--- src/rtl/crc16_serial_tx_pkg.sv ---
// Shared definitions for the CRC-16 serial transmit slice.
// Contents:
//   CRC16_POLY / CRC16_INIT : default generator polynomial (x^16 implicit) and
//                             the value the CRC register starts each frame at
//   state_t                 : frame sequencer states, also exported on the
//                             top-level debug port
package crc16_serial_tx_pkg;

    localparam logic [15:0] CRC16_POLY = 16'h8005;
    localparam logic [15:0] CRC16_INIT = 16'h0000;

    typedef enum logic [1:0] {
        S_IDLE = 2'd0,
        S_DATA = 2'd1,
        S_CRC  = 2'd2,
        S_FIN  = 2'd3
    } state_t;

endpackage

--- src/rtl/crc16_serial_tx_step.sv ---
// One bit of the CRC-16 LFSR, purely combinational.  The receiver uses the
// same block, so both ends of the link share one LFSR definition.
// Ports:
//   crc_in   in  16  current CRC register value
//   data_bit in  1   message bit entering the LFSR
//   crc_out  out 16  CRC register value after absorbing data_bit
module crc16_serial_tx_step
    import crc16_serial_tx_pkg::*;
#(
    parameter logic [15:0] POLY = CRC16_POLY
) (
    input  logic [15:0] crc_in,
    input  logic        data_bit,
    output logic [15:0] crc_out
);

    logic fb;

    // Feedback is the message bit XOR the bit falling off the top; when set,
    // the polynomial is folded into the shifted register.
    assign fb      = data_bit ^ crc_in[15];
    assign crc_out = {crc_in[14:0], 1'b0} ^ (fb ? POLY : 16'h0000);

endmodule

--- src/rtl/crc16_serial_tx.sv ---
// Transmit end of the serial CRC link.  A DATA_W-bit word is captured on a
// start pulse, shifted out MSB-first one bit per enabled clock while its
// CRC-16 is accumulated, and the 16-bit CRC is then appended MSB-first.
// Ports:
//   clock      in   1       system clock, all flops on posedge
//   reset_n    in   1       asynchronous active-low reset
//   start      in   1       1-cycle request; din captured on this edge when idle
//   din        in   DATA_W  payload word
//   bit_en     in   1       bit strobe; the frame advances only when high
//   sout       out  1       serial data, registered
//   sof        out  1       high with the first payload bit
//   sout_vld   out  1       high while sout carries a frame bit
//   busy       out  1       high from the start edge until done
//   done       out  1       1-cycle pulse after the last CRC bit is retired
//   crc        out  16      CRC of the last frame, valid from done to next start
//   dbg_state  out  2       current sequencer state, for observation only
//
// Handshake: start is a request sampled only in IDLE (ignored while busy,
// including the FIN cycle); there is no backpressure from the receiver.
// bit_en is a pacing strobe: each bit is presented for the cycle after an
// enabled edge with sout_vld=1, and on cycles after a disabled edge sout
// holds its value while sout_vld and sof are low.
module crc16_serial_tx
    import crc16_serial_tx_pkg::*;
#(
    parameter int          DATA_W = 32,
    parameter logic [15:0] POLY   = CRC16_POLY,
    parameter logic [15:0] INIT   = CRC16_INIT
) (
    input  logic              clock,
    input  logic              reset_n,
    input  logic              start,
    input  logic [DATA_W-1:0] din,
    input  logic              bit_en,
    output logic              sout,
    output logic              sof,
    output logic              sout_vld,
    output logic              busy,
    output logic              done,
    output logic [15:0]       crc,
    output state_t            dbg_state
);

    // One extra bit so the count never wraps inside a frame.
    localparam int CNT_W = $clog2(DATA_W) + 1;

    localparam logic [CNT_W-1:0] LAST_DATA = CNT_W'(DATA_W - 1);
    localparam logic [CNT_W-1:0] LAST_CRC  = CNT_W'(15);

    state_t            state;
    logic [DATA_W-1:0] shreg;
    logic [15:0]       crc_r;
    logic [15:0]       crc_save;
    logic [15:0]       crc_step;
    logic [CNT_W-1:0]  cnt;

    crc16_serial_tx_step #(
        .POLY (POLY)
    ) u_step (
        .crc_in   (crc_r),
        .data_bit (shreg[DATA_W-1]),
        .crc_out  (crc_step)
    );

    assign dbg_state = state;

    always_ff @(posedge clock or negedge reset_n) begin
        if (!reset_n) begin
            state    <= S_IDLE;
            shreg    <= '0;
            crc_r    <= INIT;
            crc_save <= 16'h0000;
            cnt      <= '0;
            sout     <= 1'b0;
            sof      <= 1'b0;
            sout_vld <= 1'b0;
            busy     <= 1'b0;
            done     <= 1'b0;
            crc      <= 16'h0000;
        end else begin
            case (state)
                S_IDLE: begin
                    sof      <= 1'b0;
                    sout_vld <= 1'b0;
                    done     <= 1'b0;
                    if (start) begin
                        shreg <= din;
                        crc_r <= INIT;
                        cnt   <= '0;
                        busy  <= 1'b1;
                        state <= S_DATA;
                    end
                end

                S_DATA: begin
                    done <= 1'b0;
                    if (bit_en) begin
                        sout     <= shreg[DATA_W-1];
                        sout_vld <= 1'b1;
                        sof      <= (cnt == '0);
                        shreg    <= {shreg[DATA_W-2:0], 1'b0};
                        crc_r    <= crc_step;
                        if (cnt == LAST_DATA) begin
                            // crc_r is consumed by shifting during the CRC
                            // phase, so the finished value is kept aside.
                            crc_save <= crc_step;
                            cnt      <= '0;
                            state    <= S_CRC;
                        end else begin
                            cnt <= cnt + 1'b1;
                        end
                    end else begin
                        sout_vld <= 1'b0;
                        sof      <= 1'b0;
                    end
                end

                S_CRC: begin
                    sof  <= 1'b0;
                    done <= 1'b0;
                    if (bit_en) begin
                        sout     <= crc_r[15];
                        sout_vld <= 1'b1;
                        crc_r    <= {crc_r[14:0], 1'b0};
                        if (cnt == LAST_CRC) begin
                            state <= S_FIN;
                        end else begin
                            cnt <= cnt + 1'b1;
                        end
                    end else begin
                        sout_vld <= 1'b0;
                    end
                end

                S_FIN: begin
                    // Not paced by bit_en: completion is reported on the
                    // first clock after the last CRC bit was presented.
                    sof      <= 1'b0;
                    sout_vld <= 1'b0;
                    busy     <= 1'b0;
                    done     <= 1'b1;
                    crc      <= crc_save;
                    state    <= S_IDLE;
                end

                default: begin
                    state <= S_IDLE;
                end
            endcase
        end
    end

endmodule

--- config.mk ---
export PLATFORM = sky130hd
export DESIGN_NAME = crc16_serial_tx
export DESIGN_NICKNAME = d
export VERILOG_FILES = /design/src/rtl/crc16_serial_tx_pkg.sv /design/src/rtl/crc16_serial_tx_step.sv /design/src/rtl/crc16_serial_tx.sv
export SDC_FILE = /design/constraint.sdc
export NUM_CORES = 1
export LEC_CHECK = 0
export ABC_AREA = 1
export BUFFER_PORTS_ARGS = -buffer_cell sky130_fd_sc_hd__buf_2
export CAP_MARGIN = 20
export CORE_ASPECT_RATIO = 2
export CORE_MARGIN = 3
export CORE_UTILIZATION = 45
export DETAILED_ROUTE_END_ITERATION = 12
export GPL_TIMING_DRIVEN = 0
export SETUP_SLACK_MARGIN = 0.3
export SYNTH_ARGS = -nofsm -noshare
export SYNTH_HDL_FRONTEND = slang
export SYNTH_HIERARCHICAL = 1
export SYNTH_SLANG_ARGS = --single-unit
--- constraint.sdc ---
create_clock -name clock -period 2.4 [get_ports clock]
set_input_delay 0.36 -clock clock [delete_from_list [all_inputs] [get_ports clock]]
set_output_delay 0.36 -clock clock [all_outputs]
set_load 0.1 [all_outputs]
==> key figures, run 1 <==
Global routing
  • Largest net degree at the start of global routing: 55
  • Gr ovfl total: 0
  • First-pass GRT wire length: 17800 um
  • Total track usage: 0.197
  • Vias in the first global route: 3778
  • Initial antenna violation count: 0

Clock tree
  • H-tree depth: 3
  • CTS sink count: 93
  • Worst-case clock buffer depth: 2
  • TritonCTS Buffers: 9
  • Clock transition at path regs: 0.07 ns
  • Worst-Skew Late Latency: 0.35 ns
  • CTS tree: done
  • Root buf cell: clkbuf_16

Place
  • PortBufs: 58
  • Post-DP HPWL: 7550 um
  • GP Congestion: 0.845
  • Placed cell area: 4970 um^2
  • DP Cell Count: 721

Status
  • Status: finished with violations
  • Failing checks: negative hold slack

Job
  • Maxcap violations: 0

Floorplan
  • Die Area: 11300 um^2
  • Site row count: 50
  • Core area: 9510 um^2
  • Die width: 76.6 um
  • Die Y: 147 um
  • Initial core utilization: 0.471
  • IO Count: 59

Layout
  • Post-layout nets: 648
  • # diodes: 0
  • P&R area growth vs syn: 19.2%
  • Fillers: 898
  • Finished Layout Cells: 739
  • Util after Layout: 0.562
  • Layout cells sized above 1: 0.199
  • Fin area: 5340 um^2

Synthesis
  • Main combinational cell family by area after synthesis: compound AO/OA/AOI/OAI gates
  • Synth cell types: 25
  • Net Count, Synth: 576
  • Simple-Gate Fraction of Synth Area: 0.164
  • Synthesis Warnings: 6
  • Cells after synthesis: 532
  • Mapped Avg Cell Area: 8.42 um^2
  • Mux contribution to synthesized area: 0
  • Number of synthesized register bits: 93
  • Synth Area in XOR/XNOR: 0
  • Adder-Cell Fraction of Synth Area: 0.0223
  • Compound-Gate Fraction of Synth Area: 0.164
  • Post-Syn Area: 4480 um^2
  • Seq/Total Area, Yosys: 0.519

Worst setup path
  • CP required: 2.66 ns
  • Worst Setup Path Type: reg -> reg
  • Worst setup SP type: flop
  • Worst-path fanout max: 10
  • Crit path from: dbg_state[0]
  • Crit. End Element: flop
  • Critical path arrival: 2.16 ns
  • Critical R2R Launch: dbg_state[0]

STA
  • RSZ-0062 raised after global routing: no
  • Post-Route Skew: 0.00970 ns
  • F_max: 528 MHz
  • Tcrit/Tclk final: 0.789
  • Pins over their slew limit: 0
  • Final Hold Fails: 10
  • Minimum clock period: 1.89 ns
  • Hold_ws: -0.00951 ns
  • Slew headroom: 0.640
  • Worst slew pin tran: 0.540 ns
  • Finish-stage setup viols: 0

Detailed routing
  • Drt via density: 4.94
  • Routed wire per std cell: 14.0 um
  • Total vias in the final route: 3651
  • Final ANT Viol Nets: 0
  • Pre-antenna DRT Iters: 6
  • DRC: 0
  • Post-Route WL: 10300 um
  • Iteration-0 DRC Markers: 166

Power and ir drop
  • Overall Power: 6.56 mW
  • P per Cell Area: 1230 nW/um^2
  • Pleak: 2.67 nW
  • Worst vdd ir: 561 uV

Worst hold path
  • Min-Delay Path Class: in -> async
[flip-flops by register name, indices dropped and copies added, names as in the netlist]
register	flops
dbg_state	2
sof	1
sout_vld	1
crc	16
sout	1
crc_save	16
done	1
busy	1
shreg	32
crc_r	16
cnt	6
[logic make-up (layout without fill, tap and decap cells)]
family,Yosys count,in the layout
buf+inv,127,204
compound gates,122,122
flops,93,93
fa+ha+maj,8,8
simple gates,182,182
[Yosys cell counts]
| cell | number | area, um^2 |
|---|---|---|
| ha_1 | 8 | 100 |
| inv_2 | 2 | 7.51 |
| o22ai_1 | 17 | 106 |
| nor3_1 | 1 | 5.00 |
| nand4_1 | 2 | 12.5 |
| a21oi_1 | 3 | 15.0 |
| o21bai_1 | 1 | 7.51 |
| buf_2 | 9 | 45.0 |
| nor2_1 | 13 | 48.8 |
| clkbuf_1 | 8 | 30.0 |
| o211ai_1 | 32 | 240 |
| dfrtp_1 | 93 | 2330 |
| nor2_4 | 2 | 22.5 |
| a22oi_4 | 1 | 21.3 |
| o21ai_0 | 62 | 310 |
| or2_2 | 1 | 6.26 |
| nand2_1 | 147 | 552 |
| nand2_4 | 1 | 11.3 |
| buf_6 | 4 | 45.0 |
| o21ai_1 | 5 | 25.0 |
| inv_1 | 85 | 319 |
| o21ai_2 | 1 | 8.76 |
| nand3_1 | 15 | 75.1 |
| clkbuf_2 | 1 | 5.00 |
| buf_4 | 18 | 135 |
[layer usage]
layer / share of wire / GRT usage / vias up / routed length (um)
li1: - / - / 1827 / -
met1: 0.40 / 0.222 / 1751 / 4150
met2: 0.54 / 0.363 / 64 / 5620
met3: 0.035 / 0.0417 / 9 / 366
met4: 0.018 / 0.0681 / 0 / 183
met5: 0 / 0 / - / 0
[layout make-up]
cell class / count / area (um^2) / share of cell area
clock buffer: 9 / 225 / 0.0422
sequential: 93 / 2330 / 0.436
inverter: 87 / 329 / 0.0616
multi-input combinational: 312 / 1570 / 0.294
buffer: 40 / 263 / 0.0492
tap: 130 / 163 / 0.0305
timing repair buffer: 61 / 335 / 0.0628
clock inverter: 7 / 128 / 0.0239
[metrics by stage]
step                worst slack (ns)  TNS (ns)  hold WS, ns
CTS                            0.307         0      0.00270
global placement              -0.146    -0.291        0.450
finish                         0.505         0     -0.00951
global route                   0.330         0       0.0148
detailed placement             0.334         0        0.374
floorplan                      0.376         0       0.0644
[worst max-delay path, stage by stage, from the launching register on]
cell	delay, ns
dfrtp_2	0.42
inv_1	0.10
ha_1	0.42
nand2_1	0.22
clkbuf_2	0.26
o22ai_1	0.25
nand2_1	0.08
o21ai_0	0.07
[path summary, 6_finish.rpt]
path                                end  slack, ns  cells past startpoint
min in group clock            shreg[24]       0.25                      3
max                           crc_r[14]       0.51                      7
min                           shreg[20]      -0.01                      1
max reg2reg                   crc_r[14]       0.51                      7
max in group asynchronous  dbg_state[1]       1.73                      2
min reg2reg                      crc[4]       0.47                      2
[placed cells by master (no fill, tap or decap), types with 2 or more instances in the layout]
cell type,instances
a21oi_1,3
buf_2,66
buf_4,21
buf_6,4
bufinv_16,3
clkbuf_1,6
clkbuf_16,9
clkbuf_2,3
dfrtp_1,91
dfrtp_2,2
ha_1,8
inv_1,85
inv_6,2
nand2_1,147
nand3_1,15
nand4_1,2
nor2_1,13
nor2_4,2
o211ai_1,32
o21ai_0,62
o21ai_1,5
o22ai_1,17
[where the power goes]
group	switching [mW]	total (mW)	internal, mW	leakage, nW
registers	0.145	2.09	1.94	1.23
logic	1.94	2.80	0.869	1.27
clock network	0.638	1.67	1.03	0.173
total	2.72	6.56	3.84	2.67
[timing repair]
| action | 4_1_cts | 5_1_grt |
|---|---|---|
| setup endpoints to repair | 0 | 13 |
| hold buffers | 0 | 0 |
| endpoints found under the hold margin | 0 | 0 |
| setup buffers | 0 | 2 |
| resized for setup | 0 | 5 |
Note: power is estimated with default switching activity, not from simulation.
==> run 2, diff against run 1 <==
Clock period 2.4 ns to 1.85 ns, I/O delays scaled along.
==> key figures, run 2 (same netlist as run 1, synthesis figures left out) <==
Status
  • Status: completed (was finished with violations)

Place
  • Post-DP HPWL: 7580 um (was 7550 um)
  • GP Congestion: 0.843 (was 0.845)
  • DP Cell Count: 721 (unchanged)
  • PortBufs: 58 (unchanged)
  • Pre-CTS setup slack: -0.0398 ns (was 0.334 ns)
  • Placed cell area: 5090 um^2 (was 4970 um^2)

Worst setup path
  • Worst setup SP type: flop (unchanged)
  • Reg2Reg Depth: 11 (was 7)
  • Reg-to-reg slack, setup: 0.15 ns (was 0.51 ns)
  • Delay-heaviest family, CP: flip-flops (unchanged)
  • Worst-path cell with the longest stage delay: dfrtp_4 (was dfrtp_2)
  • Worst Setup Path Type: reg -> reg (unchanged)
  • Crit. End Element: flop (unchanged)
  • CP required: 2.08 ns (was 2.66 ns)
  • Worst-path fanout max: 8 (was 10)
  • Critical path depth: 11 (was 7)
  • Critical R2R Launch: dbg_state[1] (was dbg_state[0])
  • Critical path arrival: 1.94 ns (was 2.16 ns)
  • Worst r2r dst: cnt[3] (was crc_r[14])
  • WP buf/inv: 5 (was 2)
  • Worst path max stage delay: 0.53 ns (was 0.42 ns)
  • Crit path top cell by count: nand2_1 (unchanged)
  • Cell Chain, Critical Path: ha_4 -> buf_8 -> inv_8 -> o21ai_2 -> nor2_4 -> buf_12 -> nand2_8 -> clkinv_8 -> nand2_1 -> nand2_1 -> inv_1 (was inv_1 -> ha_1 -> nand2_1 -> clkbuf_2 -> o22ai_1 -> nand2_1 -> o21ai_0)

Clock tree
  • Root buf cell: clkbuf_16 (unchanged)
  • Worst-case clock buffer depth: 2 (unchanged)
  • Worst-Skew Late Latency: 0.34 ns (was 0.35 ns)
  • H-tree depth: 3 (unchanged)
  • CTS tree: done (unchanged)
  • TritonCTS Buffers: 9 (unchanged)
  • CTS sink count: 93 (unchanged)
  • Clock transition at path regs: 0.07 ns (about the same)

Detailed routing
  • Routed wire per std cell: 14.4 um (was 14.0 um)
  • Final ANT Viol Nets: 0 (unchanged)
  • Iteration-0 DRC Markers: 162 (was 166)
  • DRC: 0 (unchanged)
  • Drt via density: 4.92 (was 4.94)
  • Pre-antenna DRT Iters: 4 (was 6)
  • Post-Route WL: 10900 um (was 10300 um)
  • Total vias in the final route: 3742 (was 3651)

Floorplan
  • Initial core utilization: 0.471 (unchanged)
  • IO Count: 59 (unchanged)
  • Site row count: 50 (unchanged)
  • Die Area: 11300 um^2 (unchanged)
  • Core area: 9510 um^2 (unchanged)
  • Die Y: 147 um (unchanged)
  • Die width: 76.6 um (unchanged)

Layout
  • Fillers: 854 (was 898)
  • Largest register FFs: 32 (unchanged)
  • Fin area: 5910 um^2 (was 5340 um^2)
  • Largest register by flop count: shreg (unchanged)
  • Finished Layout Cells: 761 (was 739)
  • Post-layout nets: 670 (was 648)
  • Most common cell after layout, fill and taps aside: nand2_1 (unchanged)
  • P&R area growth vs syn: 31.9% (was 19.2%)
  • # diodes: 0 (unchanged)
  • Layout cells sized above 1: 0.304 (was 0.199)
  • Most frequent cells in the layout: 123 x nand2_1, 91 x dfrtp_1, 82 x inv_1 (was 147 x nand2_1, 91 x dfrtp_1, 85 x inv_1)

Global routing
  • First-pass GRT wire length: 18100 um (was 17800 um)
  • Largest net degree at the start of global routing: 54 (was 55)
  • Initial antenna violation count: 0 (unchanged)
  • Vias in the first global route: 3832 (was 3778)
  • Total track usage: 0.202 (was 0.197)
  • Gr ovfl total: 0 (unchanged)

STA
  • Final Hold Fails: 0 (was 10)
  • Slew headroom: 0.629 (was 0.640)
  • Final setup margin: 0.147 ns (was 0.505 ns)
  • Finish-stage setup viols: 0 (unchanged)
  • Tcrit/Tclk final: 0.920 (was 0.789)
  • Worst slew pin tran: 0.556 ns (was 0.540 ns)
  • RSZ-0062 raised after global routing: yes (was no)
  • Post-Route Skew: 0.00450 ns (was 0.00970 ns)
  • Hold_ws: 0.184 ns (was -0.00951 ns)
  • Minimum clock period: 1.70 ns (was 1.89 ns)
  • F_max: 587 MHz (was 528 MHz)
  • Pins over their slew limit: 0 (unchanged)

Worst hold path
  • Min-Delay Path Class: in -> reg (was in -> async)
  • WHS Endpoint: shreg[29]
  • Worst hold start: din[29]
  • Hold depth: 3

Power and ir drop
  • Net Sw Power: 3.84 mW (was 2.72 mW)
  • Pleak: 2.88 nW (was 2.67 nW)
  • Overall Power: 9.26 mW (was 6.56 mW)
  • Internal Power: 5.42 mW (was 3.84 mW)
  • P per Cell Area: 1570 nW/um^2 (was 1230 nW/um^2)
  • Clock power frac: 0.203 (was 0.255)
  • Worst vdd ir: 701 uV (was 561 uV)
  • Combinational share of power: 0.500 (was 0.427)
  • Flop pwr share: 0.297 (was 0.318)
  • Sw Share: 0.415 (was 0.414)

Job
  • Maxcap violations: 0 (unchanged)
[run 2: power by group through the flow]
stage / clock [mW] / sequential [mW] / combinational [mW]
2_1_floorplan: 0 / 3.24 / 2.46
3_3_place_gp: 0 / 2.77 / 3.76
3_5_place_dp: 0 / 2.79 / 3.81
4_1_cts: 1.95 / 2.75 / 4.34
5_1_grt: 2.03 / 2.79 / 5.13
6_report: 1.88 / 2.75 / 4.63
[run 2: area by class of cell]
| class | instances | area [um^2] | area share |
|---|---|---|---|
| plain buffers | 40 | 375 | 0.0635 |
| clock buffers | 10 | 239 | 0.0404 |
| clock inverters | 6 | 71.3 | 0.0121 |
| inverters | 87 | 352 | 0.0595 |
| multi-input cells | 312 | 1780 | 0.301 |
| flip-flops and latches | 93 | 2330 | 0.395 |
| well taps | 130 | 163 | 0.0275 |
| repair buffers | 83 | 597 | 0.101 |
[run 2: how the worst max path moves through the flow]
stage               slack (ns)            to          from
detailed placement       -0.04        cnt[3]  dbg_state[0]
CTS                       0.14     shreg[18]  dbg_state[1]
global route              0.04     shreg[28]  dbg_state[1]
floorplan                 0.07        cnt[5]  dbg_state[1]
finish                    0.15        cnt[3]  dbg_state[1]
global placement         -0.77  dbg_state[1]       reset_n
[run 2: what timing repair did]
action,4_1_cts,5_1_grt
endpoints found under the hold margin,40,0
gates cloned,3,0
setup endpoints to repair,74,85
buffers inserted,12,8
pin swaps,9,6
hold buffers,1,0
gates resized for setup,44,48
[run 2: per-stage QoR]
step,utilization,TNS [ns]
2_1_floorplan,-,0
3_3_place_gp,0.532,-42.33
3_5_place_dp,0.535,-0.101
4_1_cts,0.598,0
5_1_grt,0.622,0
6_report,0.622,0
[run 2: per-layer routing]
layer | track usage | up-vias | part of all wire
li1 | - | 1875 | -
met1 | 0.217 | 1786 | 0.39
met2 | 0.383 | 66 | 0.56
met3 | 0.0350 | 15 | 0.025
met4 | 0.0826 | 0 | 0.028
met5 | 0 | - | 0
[run 2: tightest hold or removal path: cells and delay by family]
family | cells | cell delay, ns
AO/OA/AOI/OAI | 2 | 0.13
buffers and inverters | 1 | 0.08
==> run 3, diff against run 2 <==
--- a/config.mk
+++ b/config.mk
@@ -14,4 +14,5 @@
 export DETAILED_ROUTE_END_ITERATION = 12
 export GPL_TIMING_DRIVEN = 0
+export PLACE_DENSITY = 0.76
 export SETUP_SLACK_MARGIN = 0.3
 export SYNTH_ARGS = -nofsm -noshare
==> constraint.sdc (replaced) <==
create_clock -name clock -period 1.85 [get_ports clock]
set_input_delay 0.2775 -clock clock [delete_from_list [all_inputs] [get_ports clock]]
set_output_delay 0.2775 -clock clock [all_outputs]
set_load 0.01 [all_outputs]
==> key figures, run 3 (same netlist as run 1, synthesis figures left out) <==
Floorplan
  • IO Count: 59 (unchanged)
  • Die Area: 11300 um^2 (unchanged)
  • Site row count: 50 (unchanged)
  • Die width: 76.6 um (unchanged)
  • Core area: 9510 um^2 (unchanged)
  • Die Y: 147 um (unchanged)
  • Initial core utilization: 0.471 (unchanged)

Detailed routing
  • Post-Route WL: 12300 um (was 10900 um)
  • Total vias in the final route: 4049 (was 3742)
  • Routed wire per std cell: 16.0 um (was 14.4 um)
  • DRC: 0 (unchanged)
  • Drt via density: 5.28 (was 4.92)
  • Pre-antenna DRT Iters: 5 (was 4)
  • Iteration-0 DRC Markers: 294 (was 162)
  • Final ANT Viol Nets: 0 (unchanged)

Worst hold path
  • Hold depth: 3 (unchanged)
  • Min-Delay Path Class: in -> reg (unchanged)

Clock tree
  • CTS sink count: 93 (unchanged)
  • Clock transition at path regs: 0.06 ns (was 0.07 ns)
  • CTS tree: done (unchanged)
  • Root buf cell: clkbuf_16 (unchanged)
  • TritonCTS Buffers: 9 (unchanged)
  • Worst-Skew Late Latency: 0.34 ns (about the same)
  • Worst-case clock buffer depth: 2 (unchanged)
  • H-tree depth: 3 (unchanged)

Power and ir drop
  • P per Cell Area: 1580 nW/um^2 (was 1570 nW/um^2)
  • Pleak: 2.90 nW (was 2.88 nW)
  • Overall Power: 9.27 mW (was 9.26 mW)
  • Worst vdd ir: 678 uV (was 701 uV)

Worst setup path
  • Worst Setup Path Type: reg -> reg (unchanged)
  • Cell Chain, Critical Path: inv_4 -> ha_4 -> buf_8 -> nand2_2 -> a22oi_4 -> buf_12 -> buf_6 -> o211ai_1 -> o21ai_1 (was ha_4 -> buf_8 -> inv_8 -> o21ai_2 -> nor2_4 -> buf_12 -> nand2_8 -> clkinv_8 -> nand2_1 -> nand2_1 -> inv_1)
  • Worst setup SP type: flop (unchanged)
  • CP required: 2.11 ns (was 2.08 ns)
  • Worst path max stage delay: 0.46 ns (was 0.53 ns)
  • Worst-path fanout max: 8 (unchanged)
  • Critical path arrival: 1.99 ns (was 1.94 ns)
  • Reg2Reg Depth: 9 (was 11)
  • Worst-path cell with the longest stage delay: dfrtp_2 (was dfrtp_4)
  • Crit. End Element: flop (unchanged)

Global routing
  • Gr ovfl total: 0 (unchanged)
  • Total track usage: 0.216 (was 0.202)
  • Vias in the first global route: 4163 (was 3832)
  • Largest net degree at the start of global routing: 63 (was 54)
  • First-pass GRT wire length: 19400 um (was 18100 um)
  • Initial antenna violation count: 0 (unchanged)

STA
  • Finish-stage setup viols: 0 (unchanged)
  • RSZ-0062 raised after global routing: yes (unchanged)
  • Slew headroom: 0.706 (was 0.629)
  • Setup_tns: 0 ns (unchanged)
  • Pins over their slew limit: 0 (unchanged)
  • Final Hold Fails: 0 (unchanged)
  • Post-Route Skew: 0.00659 ns (was 0.00450 ns)
  • Hold_ws: 0.185 ns (was 0.184 ns)
  • Worst slew pin tran: 0.441 ns (was 0.556 ns)
  • F_max: 578 MHz (was 587 MHz)
  • Final setup margin: 0.118 ns (was 0.147 ns)
  • Minimum clock period: 1.73 ns (was 1.70 ns)
  • Tcrit/Tclk final: 0.936 (was 0.920)

Layout
  • Largest register FFs: 32 (unchanged)
  • Largest register by flop count: shreg (unchanged)
  • P&R area growth vs syn: 31.1% (was 31.9%)
  • Most common cell after layout, fill and taps aside: nand2_1 (unchanged)
  • Finished Layout Cells: 767 (was 761)
  • Storage cell area: 2330 um^2 (about the same)
  • Post-layout nets: 677 (was 670)
  • Area of the multi-input gates: 1730 um^2 (was 1780 um^2)
  • Fillers: 749 (was 854)
  • Layout cells sized above 1: 0.290 (was 0.304)
  • Most frequent cells in the layout: 135 x nand2_1, 91 x dfrtp_1, 83 x inv_1 (was 123 x nand2_1, 91 x dfrtp_1, 82 x inv_1)
  • # diodes: 0 (unchanged)

Status
  • Status: completed (unchanged)

Place
  • PortBufs: 58 (unchanged)
  • DP Cell Count: 721 (unchanged)
  • Pre-CTS setup slack: -0.0595 ns (was -0.0398 ns)
  • GP Congestion: 0.907 (was 0.843)
  • Post-DP HPWL: 7600 um (was 7580 um)

Job
  • Maxcap violations: 0 (unchanged)
==> run 3: power by group <==
group          switching [mW]  internal (mW)  leakage (nW)  total (mW)
logic                    2.67           2.07          1.52        4.73
clock network           0.742           1.07         0.145        1.82
registers               0.208           2.52          1.23        2.73
==> run 3: cell type report <==
type	instances	share of cell area
Buffer	40	0.0622
Inverter	87	0.0581
Tap cell	130	0.0277
Multi-Input combinational cell	313	0.295
Clock inverter	4	0.00830
Sequential cell	93	0.397
Timing Repair Buffer	89	0.111
Clock buffer	11	0.0413
==> run 3: layer usage <==
metal | track usage | vias to the layer above | wire, um
li1 | - | 1889 | -
met1 | 0.208 | 1985 | 4100
met2 | 0.425 | 134 | 7230
met3 | 0.0399 | 41 | 473
met4 | 0.111 | 0 | 505
met5 | 0 | - | 0
==> run 3: path summary, 6_finish.rpt <==
path	startpoint	to	slack (ns)
max	dbg_state[1]	shreg[11]	0.12
min	din[7]	shreg[7]	0.18
max reg2reg	dbg_state[1]	shreg[11]	0.12
min reg2reg	crc[6]	crc[6]	0.47
max in group asynchronous	reset_n	dbg_state[0]	0.75
min in group asynchronous	reset_n	shreg[23]	0.42
==> run 3: metrics by stage <==
stage                util  area, um^2
global route        0.618        5880
CTS                 0.601        5710
detailed placement  0.525        4990
global placement    0.522        4960
finish              0.618        5880
floorplan               -        4510
==> run 3: worst max-delay path: cells and delay by family (launching register included) <==
family | cells | cell delay, ns
simple gates | 1 | 0.09
buf+inv | 4 | 0.53
fa+ha+maj | 1 | 0.18
flops | 1 | 0.46
compound gates | 3 | 0.39
==> run 3: what timing repair did <==
action	CTS	global route
buffers inserted	18	2
pin swaps	7	7
gates cloned	8	2
gates resized for setup	84	63
hold endpoints to repair	31	0
setup endpoints to repair	77	82
hold buffers	1	0
